==> config.mk <==
export PLATFORM = sky130hd
export DESIGN_NAME = controller_sequencer_flat
export DESIGN_NICKNAME = d
export VERILOG_FILES = /design/src/rtl/controller_sequencer_if.sv /design/src/rtl/controller_sequencer.sv /design/src/flat_wrapper.sv
export SDC_FILE = /design/constraint.sdc
export NUM_CORES = 1
export LEC_CHECK = 0
export BUFFER_PORTS_ARGS = -buffer_cell sky130_fd_sc_hd__buf_4
export CORE_AREA = 4 4 41 43
export DETAILED_ROUTE_END_ITERATION = 8
export DIE_AREA = 0 0 45 47
export PLACE_DENSITY = 0.56
export SKIP_CTS_REPAIR_TIMING = 1
export SLEW_MARGIN = 20
export SYNTH_ARGS = -nofsm -noshare
export SYNTH_HDL_FRONTEND = slang
export SYNTH_SLANG_ARGS = --single-unit
==> constraint.sdc <==
create_clock -name clk -period 3.4 [get_ports clk]
set_clock_uncertainty 0.1 [all_clocks]
set_input_delay 0.68 -clock clk [delete_from_list [all_inputs] [get_ports clk]]
set_output_delay 0.68 -clock clk [all_outputs]
set_load 0.02 [all_outputs]
==> src/rtl/controller_sequencer_if.sv <==
// Control bus between the SAP-1 sequencer and its datapath.
// Carries the opcode in and the control word, halt and ring state out.
interface controller_sequencer_if;
  logic [3:0] opcode;
  logic       cp;
  logic       ep;
  logic       lm_n;
  logic       ce_n;
  logic       li_n;
  logic       ei_n;
  logic       la_n;
  logic       ea;
  logic       su;
  logic       eu;
  logic       lb_n;
  logic       lo_n;
  logic       halt;
  logic [5:0] tstate;

  // The sequencer drives the control word.
  modport master (
    input  opcode,
    output cp, ep, lm_n, ce_n, li_n, ei_n, la_n, ea, su, eu, lb_n, lo_n, halt, tstate
  );

  // The datapath supplies the opcode and consumes the control word.
  modport slave (
    output opcode,
    input  cp, ep, lm_n, ce_n, li_n, ei_n, la_n, ea, su, eu, lb_n, lo_n, halt, tstate
  );
endinterface

==> src/rtl/controller_sequencer.sv <==
// SAP-1 control unit: six-state ring (T1..T6) plus a terminal HALTED state.
// Controls are a combinational decode of ring state and opcode, forced inactive during reset.
module controller_sequencer #(
  parameter logic [3:0] OP_LDA = 4'h0,
  parameter logic [3:0] OP_ADD = 4'h1,
  parameter logic [3:0] OP_SUB = 4'h2,
  parameter logic [3:0] OP_OUT = 4'hE,
  parameter logic [3:0] OP_HLT = 4'hF
) (
  input  logic                   clk,
  input  logic                   reset,
  controller_sequencer_if.master bus
);

  typedef enum logic [2:0] {
    StT1     = 3'd0,
    StT2     = 3'd1,
    StT3     = 3'd2,
    StT4     = 3'd3,
    StT5     = 3'd4,
    StT6     = 3'd5,
    StHalted = 3'd6
  } state_e;

  state_e state_q, state_d;

  // State register; reset returns the ring to T1 immediately.
  always_ff @(posedge clk or posedge reset) begin
    if (reset) begin
      state_q <= StT1;
    end else begin
      state_q <= state_d;
    end
  end

  // Next-state: advance the ring, divert to HALTED from T4 of HLT.
  always_comb begin
    state_d = state_q;
    unique case (state_q)
      StT1:     state_d = StT2;
      StT2:     state_d = StT3;
      StT3:     state_d = StT4;
      StT4:     state_d = (bus.opcode == OP_HLT) ? StHalted : StT5;
      StT5:     state_d = StT6;
      StT6:     state_d = StT1;
      StHalted: state_d = StHalted;
      default:  state_d = StT1;
    endcase
  end

  // Control-word decode; every control starts inactive and reset keeps it so.
  always_comb begin
    bus.cp   = 1'b0;
    bus.ep   = 1'b0;
    bus.lm_n = 1'b1;
    bus.ce_n = 1'b1;
    bus.li_n = 1'b1;
    bus.ei_n = 1'b1;
    bus.la_n = 1'b1;
    bus.ea   = 1'b0;
    bus.su   = 1'b0;
    bus.eu   = 1'b0;
    bus.lb_n = 1'b1;
    bus.lo_n = 1'b1;
    bus.halt = 1'b0;
    if (!reset) begin
      unique case (state_q)
        StT1: begin
          bus.ep   = 1'b1;
          bus.lm_n = 1'b0;
        end
        StT2: bus.cp = 1'b1;
        StT3: begin
          bus.ce_n = 1'b0;
          bus.li_n = 1'b0;
        end
        StT4: begin
          if (bus.opcode == OP_LDA || bus.opcode == OP_ADD || bus.opcode == OP_SUB) begin
            bus.ei_n = 1'b0;
            bus.lm_n = 1'b0;
          end else if (bus.opcode == OP_OUT) begin
            bus.ea   = 1'b1;
            bus.lo_n = 1'b0;
          end else if (bus.opcode == OP_HLT) begin
            bus.halt = 1'b1;
          end
        end
        StT5: begin
          if (bus.opcode == OP_LDA) begin
            bus.ce_n = 1'b0;
            bus.la_n = 1'b0;
          end else if (bus.opcode == OP_ADD || bus.opcode == OP_SUB) begin
            bus.ce_n = 1'b0;
            bus.lb_n = 1'b0;
          end
        end
        StT6: begin
          if (bus.opcode == OP_ADD || bus.opcode == OP_SUB) begin
            bus.eu   = 1'b1;
            bus.la_n = 1'b0;
            bus.su   = (bus.opcode == OP_SUB);
          end
        end
        StHalted: bus.halt = 1'b1;
        default: ;
      endcase
    end
  end

  // Ring position; HALTED parks the visible ring on T4.
  always_comb begin
    bus.tstate = 6'b000001;
    unique case (state_q)
      StT1:     bus.tstate = 6'b000001;
      StT2:     bus.tstate = 6'b000010;
      StT3:     bus.tstate = 6'b000100;
      StT4:     bus.tstate = 6'b001000;
      StT5:     bus.tstate = 6'b010000;
      StT6:     bus.tstate = 6'b100000;
      StHalted: bus.tstate = 6'b001000;
      default:  bus.tstate = 6'b000001;
    endcase
  end

  // At most one bus driver at a time, and the ring is always one-hot.
  a_one_driver : assert property (@(posedge clk) disable iff (reset)
    $onehot0({bus.ep, ~bus.ce_n, ~bus.ei_n, bus.ea, bus.eu}));
  a_onehot_ring : assert property (@(posedge clk) disable iff (reset) $onehot(bus.tstate));

endmodule

==> src/flat_wrapper.sv <==
// flat-port wrapper written by rule: the top's interface ports become plain ports
module controller_sequencer_flat 
#(
  parameter logic [3:0] OP_LDA = 4'h0,
  parameter logic [3:0] OP_ADD = 4'h1,
  parameter logic [3:0] OP_SUB = 4'h2,
  parameter logic [3:0] OP_OUT = 4'hE,
  parameter logic [3:0] OP_HLT = 4'hF
)
  (clk, reset, bus_opcode, bus_cp, bus_ep, bus_lm_n, bus_ce_n, bus_li_n, bus_ei_n, bus_la_n, bus_ea, bus_su, bus_eu, bus_lb_n, bus_lo_n, bus_halt, bus_tstate);
  controller_sequencer_if bus_i ();
  input  logic clk;
  input  logic reset;
  input wire logic [$bits(bus_i.opcode)-1:0] bus_opcode;
  output wire logic [$bits(bus_i.cp)-1:0] bus_cp;
  output wire logic [$bits(bus_i.ep)-1:0] bus_ep;
  output wire logic [$bits(bus_i.lm_n)-1:0] bus_lm_n;
  output wire logic [$bits(bus_i.ce_n)-1:0] bus_ce_n;
  output wire logic [$bits(bus_i.li_n)-1:0] bus_li_n;
  output wire logic [$bits(bus_i.ei_n)-1:0] bus_ei_n;
  output wire logic [$bits(bus_i.la_n)-1:0] bus_la_n;
  output wire logic [$bits(bus_i.ea)-1:0] bus_ea;
  output wire logic [$bits(bus_i.su)-1:0] bus_su;
  output wire logic [$bits(bus_i.eu)-1:0] bus_eu;
  output wire logic [$bits(bus_i.lb_n)-1:0] bus_lb_n;
  output wire logic [$bits(bus_i.lo_n)-1:0] bus_lo_n;
  output wire logic [$bits(bus_i.halt)-1:0] bus_halt;
  output wire logic [$bits(bus_i.tstate)-1:0] bus_tstate;
  assign bus_i.opcode = bus_opcode;
  assign bus_cp = bus_i.cp;
  assign bus_ep = bus_i.ep;
  assign bus_lm_n = bus_i.lm_n;
  assign bus_ce_n = bus_i.ce_n;
  assign bus_li_n = bus_i.li_n;
  assign bus_ei_n = bus_i.ei_n;
  assign bus_la_n = bus_i.la_n;
  assign bus_ea = bus_i.ea;
  assign bus_su = bus_i.su;
  assign bus_eu = bus_i.eu;
  assign bus_lb_n = bus_i.lb_n;
  assign bus_lo_n = bus_i.lo_n;
  assign bus_halt = bus_i.halt;
  assign bus_tstate = bus_i.tstate;
  controller_sequencer #(.OP_LDA(OP_LDA), .OP_ADD(OP_ADD), .OP_SUB(OP_SUB), .OP_OUT(OP_OUT), .OP_HLT(OP_HLT)) u_core (.clk(clk), .reset(reset), .bus(bus_i));
endmodule
==> results.md, run 1 <==
- Cells along the critical path: nand2_4, or3_1, a21oi_1, buf_4
- Vias in the first global route: 380
- Maximum level of the CTS H-tree: 1
- Final estimated routing congestion in global placement: 0.728
- Core area: 0.00130 mm2
- WL/cell: 11.9 um
- Endpoint type of the worst setup path: output pin
- #FFs+latches synth: 3
- Startpoint-to-endpoint class of the critical path: flip-flop to output pin
- RSZ-0062 raised after global routing: false
- Die span in x: 45 um
- Worst-case headroom to the max-slew limit: 62.5%
- Average instance area after synthesis: 7.39 um2
- Class of the tightest hold or removal check: primary input to asynchronous set/reset pin
- Final critical-path share of the clock period: 73.1%
- Number of buffers created by CTS: 3
- Total chip power: 0.479 mW
- Sum of negative setup slack: 0 ps
- Startpoint types: flip-flop
- Die area: 0.00212 mm2
- Register Area: 75.1 um2
- Top reg by flops: u_core.state_q
- Initial core utilization: 30.7%
- Most used cells in the layout excluding fill and tap cells: sky130_fd_sc_hd__buf_4, sky130_fd_sc_hd__nor2_1
- Antenna violations before repair: 0
- Hpwl dp: 804 um
- Global routing usage on met1: 14.4%
- Registers with the most flip-flops: u_core.state_q: 3 flops
- # Max-Cap Violations: 0
- Final critical path time including I/O delays and setup: 2480 ps
- DRC violations left: 0
- Share of flip-flops with an asynchronous set or reset: 100%
- Largest incremental delay on the critical path: 690 ps
- Fraction of layout cells with a size suffix above 1: 39.5%
- Area occupied by multi-input gates: 280 um2
- Count of boundary I/O pins: 25
- Number of instances in the synthesized netlist: 54
- Power density normalized to cell area: 814 mW/mm2
- R2R Setup Slk: 1870 ps
- Launch point of the worst reg-to-reg path: u_core.state_q[0]
- Grt met2 use: 18.6%
- Number of fillers in the final layout: 147
- CTS Sinks: 3
- Required time at the worst-slack endpoint: 2620 ps
- Yosys synthesis warning count: 0
- Longest Clk Path Bufs: 2
- Final wirelength: 1090 um
- Flip-flop count of the largest register, all copies and words added: 3
- Final hold violation count: 0
- Area growth from synthesis to final layout: 47.3%
- Count of pins over their slew limit: 0
- Post-Synthesis Cell Area: 399 um2
- Arrival time of the worst setup path: 1700 ps
- Main synth FF type: sky130_fd_sc_hd__dfrtp_1
- Post-route cell area: 588 um2
- N_diodes: 0
- Iteration-0 DRC Markers: 6
- Post-synth EDFFs: 0
- M3 GR Usage: 1.92%
- 1st-pass router iterations: 4
- Run status: completed
- Final net count: 83
- Later-pin clock latency in the skew report: 230 ps
- Vias/cell: 4.85
- Leading cell type in the layout, fill and taps excluded: sky130_fd_sc_hd__buf_4
- Max Fclk: 403 MHz
- Syn_nets: 60
- Buffer and inverter count on the worst path: 1
- Highest fanout seen on the critical path: 16
- GRT Util Overall: 11.1%
- Portion of the post-synthesis area used by sequential elements: 18.8%
- Global route overflow: 0
- Clock slew at the register clock pins of the worst setup and hold paths: 40 ps
- Number of cells on the worst reg-to-reg path: 3
- Family of cells with the greatest summed delay on the critical path: flip-flops
- Hold slack: 280 ps
- Number of endpoints failing setup at the final stage: 0
- Worst path slowest cell: sky130_fd_sc_hd__dfrtp_1
- Maximum resistive drop on vdd: 251 uV
- First-pass GRT wire length: 1790 um
- Remaining number of nets flagged by the antenna check after routing: 0
- Critical register-to-register path endpoint: u_core.state_q[1]
- Transition time of the tightest slew-check pin: 562 ps
- Leak: 0.290 nW
- Count of buffers inserted at the top-level ports: 24
- Clock tree from TritonCTS: built
- Placed cell area: 562 um2
- Placement row count: 13
- Largest net degree at the start of global routing: 19
- Root buffer cell: sky130_fd_sc_hd__clkbuf_4
- Via count: 441
- Floorplan die height: 47 um
- Routing layer with the top usage in global route: met2
- Number of library cell types mapped by synthesis: 29
[stage by stage]
stage	worst slack, ps	utilization (%)	cells
6_report	916	45.2	91
5_1_grt	811	45.2	91
4_1_cts	905	45.2	91
3_5_place_dp	1040	43.2	87
3_3_place_gp	1020	43.2	87
2_1_floorplan	1040	-	54
[cell families after synthesis]
family	Yosys count	share of synthesized area (%)
flops	3	18.8
simple gates	31	49.5
mux	1	2.51
xor+xnor	3	6.58
compound gates	8	11.6
buf+inv	8	11.0
[metal layers]
metal | share of wire, % | up-vias
met4 | 0 | 0
met1 | 44 | 190
li1 | - | 235
met2 | 49 | 16
met3 | 7.6 | 0
met5 | 0 | -
[worst max path at each step]
stage | to | depth (start not counted) | startpoint | slack (ps)
final | bus_halt | 4 | u_core.state_q[0] | 920
after global routing | bus_halt | 4 | u_core.state_q[0] | 810
after CTS | bus_halt | 4 | u_core.state_q[0] | 910
after detailed placement | bus_lm_n | 5 | bus_opcode[0] | 1040
after global placement | bus_lm_n | 5 | bus_opcode[0] | 1020
after floorplan | bus_halt | 4 | bus_opcode[0] | 1040
[power by group]
part | switching (mW) | leakage (nW) | internal (mW)
sequential | 0.0786 | 0.0362 | 0.0533
combinational | 0.148 | 0.239 | 0.137
clock | 0.0178 | 0.0150 | 0.0439
[layout make-up]
cell class	count	share of cell area, %
flip-flops and latches	3	12.8
well taps	15	3.19
repair buffers	24	30.6
inverters	2	1.28
clock buffers	4	4.47
multi-input cells	43	47.7
[Yosys cell counts (all sizes together) (3+ instances only)]
| library cell | instances | area share, % |
|---|---|---|
| nand2 | 4 | 5.6 |
| buf | 6 | 9.1 |
| nand3 | 3 | 3.8 |
| o21ai | 3 | 3.8 |
| xor2 | 3 | 6.6 |
| nand3b | 3 | 5.6 |
| nor2 | 4 | 3.8 |
| and3 | 3 | 4.7 |
| dfrtp | 3 | 19 |
(Power assumes the default switching activity.)
==> run 2: changes to the inputs <==
--- a/config.mk
+++ b/config.mk
@@ -5,11 +5,12 @@
 export SDC_FILE = /design/constraint.sdc
 export NUM_CORES = 1
 export LEC_CHECK = 0
+export ABC_AREA = 1
 export BUFFER_PORTS_ARGS = -buffer_cell sky130_fd_sc_hd__buf_4
 export CORE_AREA = 4 4 41 43
 export DETAILED_ROUTE_END_ITERATION = 8
 export DIE_AREA = 0 0 45 47
-export PLACE_DENSITY = 0.56
+export PLACE_DENSITY = 0.53
 export SKIP_CTS_REPAIR_TIMING = 1
 export SLEW_MARGIN = 20
 export SYNTH_ARGS = -nofsm -noshare
==> constraint.sdc (replaced) <==
create_clock -name clk -period 2 [get_ports clk]
set_clock_uncertainty 0.1 [all_clocks]
set_input_delay 0.4 -clock clk [delete_from_list [all_inputs] [get_ports clk]]
set_output_delay 0.4 -clock clk [all_outputs]
set_load 0.02 [all_outputs]
==> results.md, run 2 <==
- Run status: completed
- Power density normalized to cell area: 1360 mW/mm2 (+67%)
- Class of the tightest hold or removal check: primary input to asynchronous set/reset pin
- Transition time of the tightest slew-check pin: 284 ps (-277 ps)
- Final wirelength: 1130 um (+3.7%)
- Via count: 495 (+12%)
- Worst-case headroom to the max-slew limit: 81.0% (+18 points)
- Floorplan die height: 47 um (unchanged)
- Longest Clk Path Bufs: 2 (unchanged)
- Placement row count: 13 (unchanged)
- Area occupied by multi-input gates: 218 um2 (-22%)
- Register Area: 75.1 um2 (unchanged)
- Final net count: 102 (+23%)
- Cells along the critical path: nor2_2, nand2_1, inv_1, nand2_1, nand3_1, buf_4
- GRT Util Overall: 11.8% (+0.71 points)
- Highest fanout seen on the critical path: 7 (-9)
- Number of library cell types mapped by synthesis: 12 (-59%)
- Family of cells with the greatest summed delay on the critical path: flip-flops
- Initial core utilization: 26.4% (-4.2 points)
- Vias/cell: 4.50 (-7.1%)
- Critical register-to-register path endpoint: u_core.state_q[1]
- Vias in the first global route: 448 (+18%)
- Proportion of netlist area held by the largest area contributor: 22.9% (+4.1 points)
- Part of the total power dissipated in the clock network: 14.3% (+1.4 points)
- Number of buffers created by CTS: 3 (unchanged)
- Largest incremental delay on the critical path: 450 ps (-240 ps)
- Area growth from synthesis to final layout: 66.9%
- Flip-flop count of the largest register, all copies and words added: 3 (unchanged)
- Startpoint-to-endpoint class of the critical path: flip-flop to output pin
- Fraction of power spent switching nets: 52.9% (+1.9 points)
- Main synth FF type: sky130_fd_sc_hd__dfrtp_1
- Endpoint type of the worst setup path: output pin
- Arrival time of the worst setup path: 1360 ps (-340 ps)
- # Max-Cap Violations: 0 (unchanged)
- Fraction of power consumed by sequential logic: 18.6% (-9.0 points)
- First-pass GRT wire length: 1760 um (-1.6%)
- Iteration-0 DRC Markers: 10 (+4)
- R2R Setup Slk: 890 ps (-980 ps)
- Cell type with the highest aggregate area in the netlist: sky130_fd_sc_hd__nand2_1
- Portion of the post-synthesis area used by sequential elements: 21.8% (+3.0 points)
- Leak: 0.343 nW (+18%)
- Clock tree from TritonCTS: built
- Maximum resistive drop on vdd: 1070 uV (+330%)
- Worst path slowest cell: sky130_fd_sc_hd__dfrtp_1
- N_diodes: 0 (unchanged)
- Maximum level of the CTS H-tree: 1 (unchanged)
- Cell types occupying the most area after synthesis: sky130_fd_sc_hd__nand2_1, sky130_fd_sc_hd__dfrtp_1, sky130_fd_sc_hd__nor2_1
- Number of cells on the worst reg-to-reg path: 3 (unchanged)
- Clock slew at the register clock pins of the worst setup and hold paths: 40 ps (about the same)
- Library cell with the highest instance count after synthesis: sky130_fd_sc_hd__nand2_1
- CTS Sinks: 3 (unchanged)
- DRC violations left: 0 (unchanged)
- Number of fillers in the final layout: 152 (+3.4%)
- Die area: 0.00212 mm2 (unchanged)
- Count of buffers inserted at the top-level ports: 24 (unchanged)
- Switching component of the power: 0.413 mW (+69%)
- Count of pins over their slew limit: 0 (unchanged)
- Final estimated routing congestion in global placement: 0.764 (+5.0%)
- Largest net degree at the start of global routing: 9 (-10)
- Root buffer cell: sky130_fd_sc_hd__clkbuf_4
- Syn_nets: 73 (+22%)
- Most instantiated cells after synthesis: sky130_fd_sc_hd__nand2_1, sky130_fd_sc_hd__nor2_1, sky130_fd_sc_hd__inv_1
- Final critical-path share of the clock period: 93.2%
- Sum of negative setup slack: 0 ps (unchanged)
- Remaining number of nets flagged by the antenna check after routing: 0 (unchanged)
- Startpoint types: flip-flop
- Leading cell type in the layout, fill and taps excluded: sky130_fd_sc_hd__buf_4
- Top reg by flops: u_core.state_q
- Die span in x: 45 um (unchanged)
- Post-synth EDFFs: 0 (unchanged)
- Launch point of the worst reg-to-reg path: u_core.state_q[2]
- Most used cells in the layout excluding fill and tap cells: sky130_fd_sc_hd__buf_4, sky130_fd_sc_hd__nand2_1, sky130_fd_sc_hd__nor2_1
- WL/cell: 10.2 um (-14%)
- Levels on crit path: 6 (+2)
- Count of boundary I/O pins: 25 (unchanged)
- Hpwl dp: 886 um (+10%)
- Buffer and inverter count on the worst path: 2 (+1)
- Number of instances in the synthesized netlist: 67 (+24%)
- Most prevalent standard cell on the critical path: sky130_fd_sc_hd__nand2_1
- #FFs+latches synth: 3 (unchanged)
- Later-pin clock latency in the skew report: 240 ps (about the same)
- Total chip power: 0.781 mW (+63%)
- Final hold violation count: 0 (unchanged)
- Global route overflow: 0 (unchanged)
- Average instance area after synthesis: 5.14 um2 (-31%)
- 1st-pass router iterations: 4 (unchanged)
- Antenna violations before repair: 0 (unchanged)
- Fraction of layout cells with a size suffix above 1: 33.7% (-5.8 points)
- Number of endpoints failing setup at the final stage: 0 (unchanged)
- Core area: 0.00130 mm2 (unchanged)
- Yosys synthesis warning count: 0 (unchanged)
- Cell Int Power: 0.368 mW (+57%)
- Crit path capture: bus_ce_n
- RSZ-0062 raised after global routing: false
- Part of the total power dissipated in combinational logic: 67.0% (+7.5 points)
- Share of flip-flops with an asynchronous set or reset: 100% (unchanged)
- Required time at the worst-slack endpoint: 1500 ps (-1120 ps)
- Final critical path time including I/O delays and setup: 1860 ps
- Post-Synthesis Cell Area: 344 um2 (-14%)
- Max Fclk: 537 MHz
- Critical path startpoint: u_core.state_q[0]
- Registers with the most flip-flops: u_core.state_q: 3 flops
## run 2: cell count changes after synthesis, sizes merged, moves of 3 or more
cell / before / now
nand2: 4 / 22
inv: 2 / 13
and3: 3 / 0
buf: 6 / 1
nor2: 4 / 17
nand3: 3 / 6
nand3b: 3 / 0
xor2: 3 / 0
## run 2: worst reg2reg max path, stage by stage (launching register included)
cell                      delay, ps
sky130_fd_sc_hd__dfrtp_1        490
sky130_fd_sc_hd__inv_1          120
sky130_fd_sc_hd__nand2_1        150
sky130_fd_sc_hd__nand4_1        120
## run 2: area by class of cell
type	instances	share of cell area (%)
timing repair buffer	25	32.7
sequential	3	13.1
inverter	13	8.50
clock buffer	4	4.58
tap	15	3.27
multi-input combinational	50	37.9
## run 2: cell families after synthesis
group	share of synthesized area [%]
and+or+nand+nor	56.7
AOI/OAI and AO/OA	5.82
DFF	21.8
buffers and inverters	15.6
## run 2: per-stage QoR
stage / worst slack (ps) / area [um2] / utilization, % / hold WS [ps] / std cells
after floorplan: 240 / 344 / - / 87.2 / 67
after global placement: 268 / 546 / 41.9 / 413 / 106
after detailed placement: 259 / 546 / 41.9 / 414 / 106
after CTS: 71.4 / 572 / 43.9 / 190 / 110
after global routing: 21.4 / 574 / 44.1 / 213 / 110
final: 137 / 574 / 44.1 / 186 / 110
## run 2: power groups by stage
| stage | Combinational, mW | Sequential, mW | Clock, mW |
|---|---|---|---|
| 6_report | 0.523 | 0.145 | 0.112 |
| 3_3_place_gp | 0.524 | 0.142 | 0 |
| 2_1_floorplan | 0.345 | 0.116 | 0 |
| 3_5_place_dp | 0.520 | 0.141 | 0 |
| 5_1_grt | 0.572 | 0.149 | 0.128 |
| 4_1_cts | 0.525 | 0.141 | 0.118 |
## run 2: worst min path at each step
stage | endpoint
detailed placement | u_core.state_q[0]
floorplan | u_core.state_q[0]
CTS | u_core.state_q[0]
global route | u_core.state_q[0]
global placement | u_core.state_q[0]
finish | u_core.state_q[0]
## run 2: layer usage
metal / GRT usage (%) / vias up / share of wire [%]
li1: - / 255 / -
met3: 5.36 / 2 / 9.3
met5: 0 / - / 0
met4: 7.02 / 0 / 1.5
met1: 14.1 / 208 / 47
met2: 17.2 / 30 / 42
==> run 3: changes to the inputs <==
--- a/config.mk
+++ b/config.mk
@@ -5,12 +5,12 @@
 export SDC_FILE = /design/constraint.sdc
 export NUM_CORES = 1
 export LEC_CHECK = 0
-export ABC_AREA = 1
 export BUFFER_PORTS_ARGS = -buffer_cell sky130_fd_sc_hd__buf_4
+export CAP_MARGIN = 20
 export CORE_AREA = 4 4 41 43
 export DETAILED_ROUTE_END_ITERATION = 8
 export DIE_AREA = 0 0 45 47
-export PLACE_DENSITY = 0.53
+export PLACE_DENSITY = 0.58
 export SKIP_CTS_REPAIR_TIMING = 1
 export SLEW_MARGIN = 20
 export SYNTH_ARGS = -nofsm -noshare
==> results.md, run 3 (synthesized netlist as in run 1, its figures left out) <==
- Most prevalent standard cell on the critical path: sky130_fd_sc_hd__buf_4
- Number of buffers created by CTS: 3 (unchanged)
- Die span in x: 45 um (unchanged)
- Required time at the worst-slack endpoint: 1500 ps (about the same)
- Count of buffers inserted at the top-level ports: 24 (unchanged)
- Area occupied by multi-input gates: 283 um2 (+30%)
- Registers with the most flip-flops: u_core.state_q: 3 flops
- Final wirelength: 1100 um (-2.2%)
- Count of pins over their slew limit: 0 (unchanged)
- Placement row count: 13 (unchanged)
- Die area: 0.00212 mm2 (unchanged)
- Highest fanout seen on the critical path: 7 (unchanged)
- Buffer and inverter count on the worst path: 2 (unchanged)
- CTS Sinks: 3 (unchanged)
- Global route overflow: 0 (unchanged)
- Final hold violation count: 0 (unchanged)
- Longest Clk Path Bufs: 2 (unchanged)
- Final estimated routing congestion in global placement: 0.691 (-9.5%)
- Max Fclk: 520 MHz (-3.1%)
- Worst path slowest cell: sky130_fd_sc_hd__dfrtp_2
- Maximum level of the CTS H-tree: 1 (unchanged)
- Number of fillers in the final layout: 150 (-1.3%)
- Critical path startpoint: u_core.state_q[1]
- WL/cell: 11.6 um (+13%)
- Placed cell area: 592 um2 (+8.5%)
- Count of boundary I/O pins: 25 (unchanged)
- Power density normalized to cell area: 1420 mW/mm2 (+4.5%)
- Final critical path time including I/O delays and setup: 1920 ps (+59.3 ps)
- Maximum resistive drop on vdd: 486 uV (-55%)
- Vias/cell: 4.94 (+9.7%)
- Hpwl dp: 847 um (-4.4%)
- Largest net degree at the start of global routing: 11 (+2)
- N_diodes: 0 (unchanged)
- Core area: 0.00130 mm2 (unchanged)
- Run status: completed
- Worst-case headroom to the max-slew limit: 74.8% (-6.3 points)
- Iteration-0 DRC Markers: 0 (-10)
- Transition time of the tightest slew-check pin: 376 ps (+91.4 ps)
- Final net count: 87 (-15%)
- Fraction of layout cells with a size suffix above 1: 47.5% (+14 points)
- Flip-flop count of the largest register, all copies and words added: 3 (unchanged)
- Remaining number of nets flagged by the antenna check after routing: 0 (unchanged)
- Floorplan die height: 47 um (unchanged)
- Placed cells: 91 (-14%)
- Family of cells with the greatest summed delay on the critical path: flip-flops
- Arrival time of the worst setup path: 1420 ps (+60 ps)
- DRC violations left: 0 (unchanged)
- Clock slew at the register clock pins of the worst setup and hold paths: 40 ps (about the same)
- Final critical-path share of the clock period: 96.1% (+3.0 points)
- Root buffer cell: sky130_fd_sc_hd__clkbuf_4
- Leak: 0.307 nW (-11%)
- Startpoint-to-endpoint class of the critical path: flip-flop to output pin
- Number of endpoints failing setup at the final stage: 0 (unchanged)
- Class of the tightest hold or removal check: primary input to asynchronous set/reset pin
- Initial core utilization: 30.7% (+4.2 points)
- Cells along the critical path: buf_4, or3_1, nand2_1, buf_4
- Later-pin clock latency in the skew report: 230 ps (about the same)
- Via count: 469 (-5.3%)
- Launch point of the worst reg-to-reg path: u_core.state_q[1]
- 1st-pass router iterations: 1 (-3)
- Area growth from synthesis to final layout: 56.4%
- Top reg by flops: u_core.state_q
- Sum of negative setup slack: 0 ps (unchanged)
- Leading cell type in the layout, fill and taps excluded: sky130_fd_sc_hd__buf_4
- Post-route cell area: 624 um2 (+8.7%)
- Final Util: 48.0% (+3.8 points)
- Total chip power: 0.887 mW (+14%)
- Post-route non-filler standard cell count: 95 (-14%)
- Largest incremental delay on the critical path: 460 ps (about the same)
- Vias in the first global route: 443 (-1.1%)
- Clock tree from TritonCTS: built
- Antenna violations before repair: 0 (unchanged)
- RSZ-0062 raised after global routing: false
- # Max-Cap Violations: 0 (unchanged)
- Register Area: 78.8 um2 (+5.0%)
- First-pass GRT wire length: 1800 um (+2.3%)
- Startpoint types: flip-flop
- Endpoint type of the worst setup path: output pin
- GRT Util Overall: 11.2% (-0.62 points)
run 3: through the flow:
stage / setup WS [ps] / hold slack [ps]
floorplan: 137 / 68.7
global placement: 223 / 243
detailed placement: 202 / 240
CTS: -10.7 / -0.973
global route: 2.23 / 30.9
finish: 77.6 / 1.75
run 3: final timing paths:
kind                                endpoint  slack, ps  depth (start not counted)
max in group asynchronous  u_core.state_q[2]       1630                          2
max                            bus_tstate[0]         80                          4
min in group clk           u_core.state_q[2]        480                          1
min reg2reg                u_core.state_q[2]        480                          1
max reg2reg                u_core.state_q[1]        760                          3
min                        u_core.state_q[0]          2                          2
run 3: final cells by class:
class / count / area share (%)
multi-input cells: 43 / 45.3
inverters: 2 / 1.20
repair buffers: 28 / 33.7
clock buffers: 4 / 4.21
well taps: 15 / 3.01
flip-flops and latches: 3 / 12.6
run 3: routing by layer:
| metal | vias to the layer above | routed length [um] | track usage [%] |
|---|---|---|---|
| li1 | 241 | - | - |
| met1 | 213 | 492 | 13.7 |
| met2 | 15 | 549 | 20.1 |
| met3 | 0 | 57 | 0.383 |
| met4 | 0 | 0 | 5.26 |
| met5 | - | 0 | 0 |
run 3: worst reg2reg max path: cells and delay by family, from the launching register on:
| kind | cells | cell delay [ps] |
|---|---|---|
| and+or+nand+nor | 2 | 440 |
| DFF | 1 | 440 |
| AOI/OAI and AO/OA | 1 | 180 |
run 3: where the power goes:
part,switching (mW),leakage (nW),internal [mW],total (mW)
logic,0.324,0.259,0.286,0.610
clock network,0.0285,0.0150,0.0746,0.103
registers,0.0750,0.0329,0.0988,0.174
total,0.428,0.307,0.459,0.887
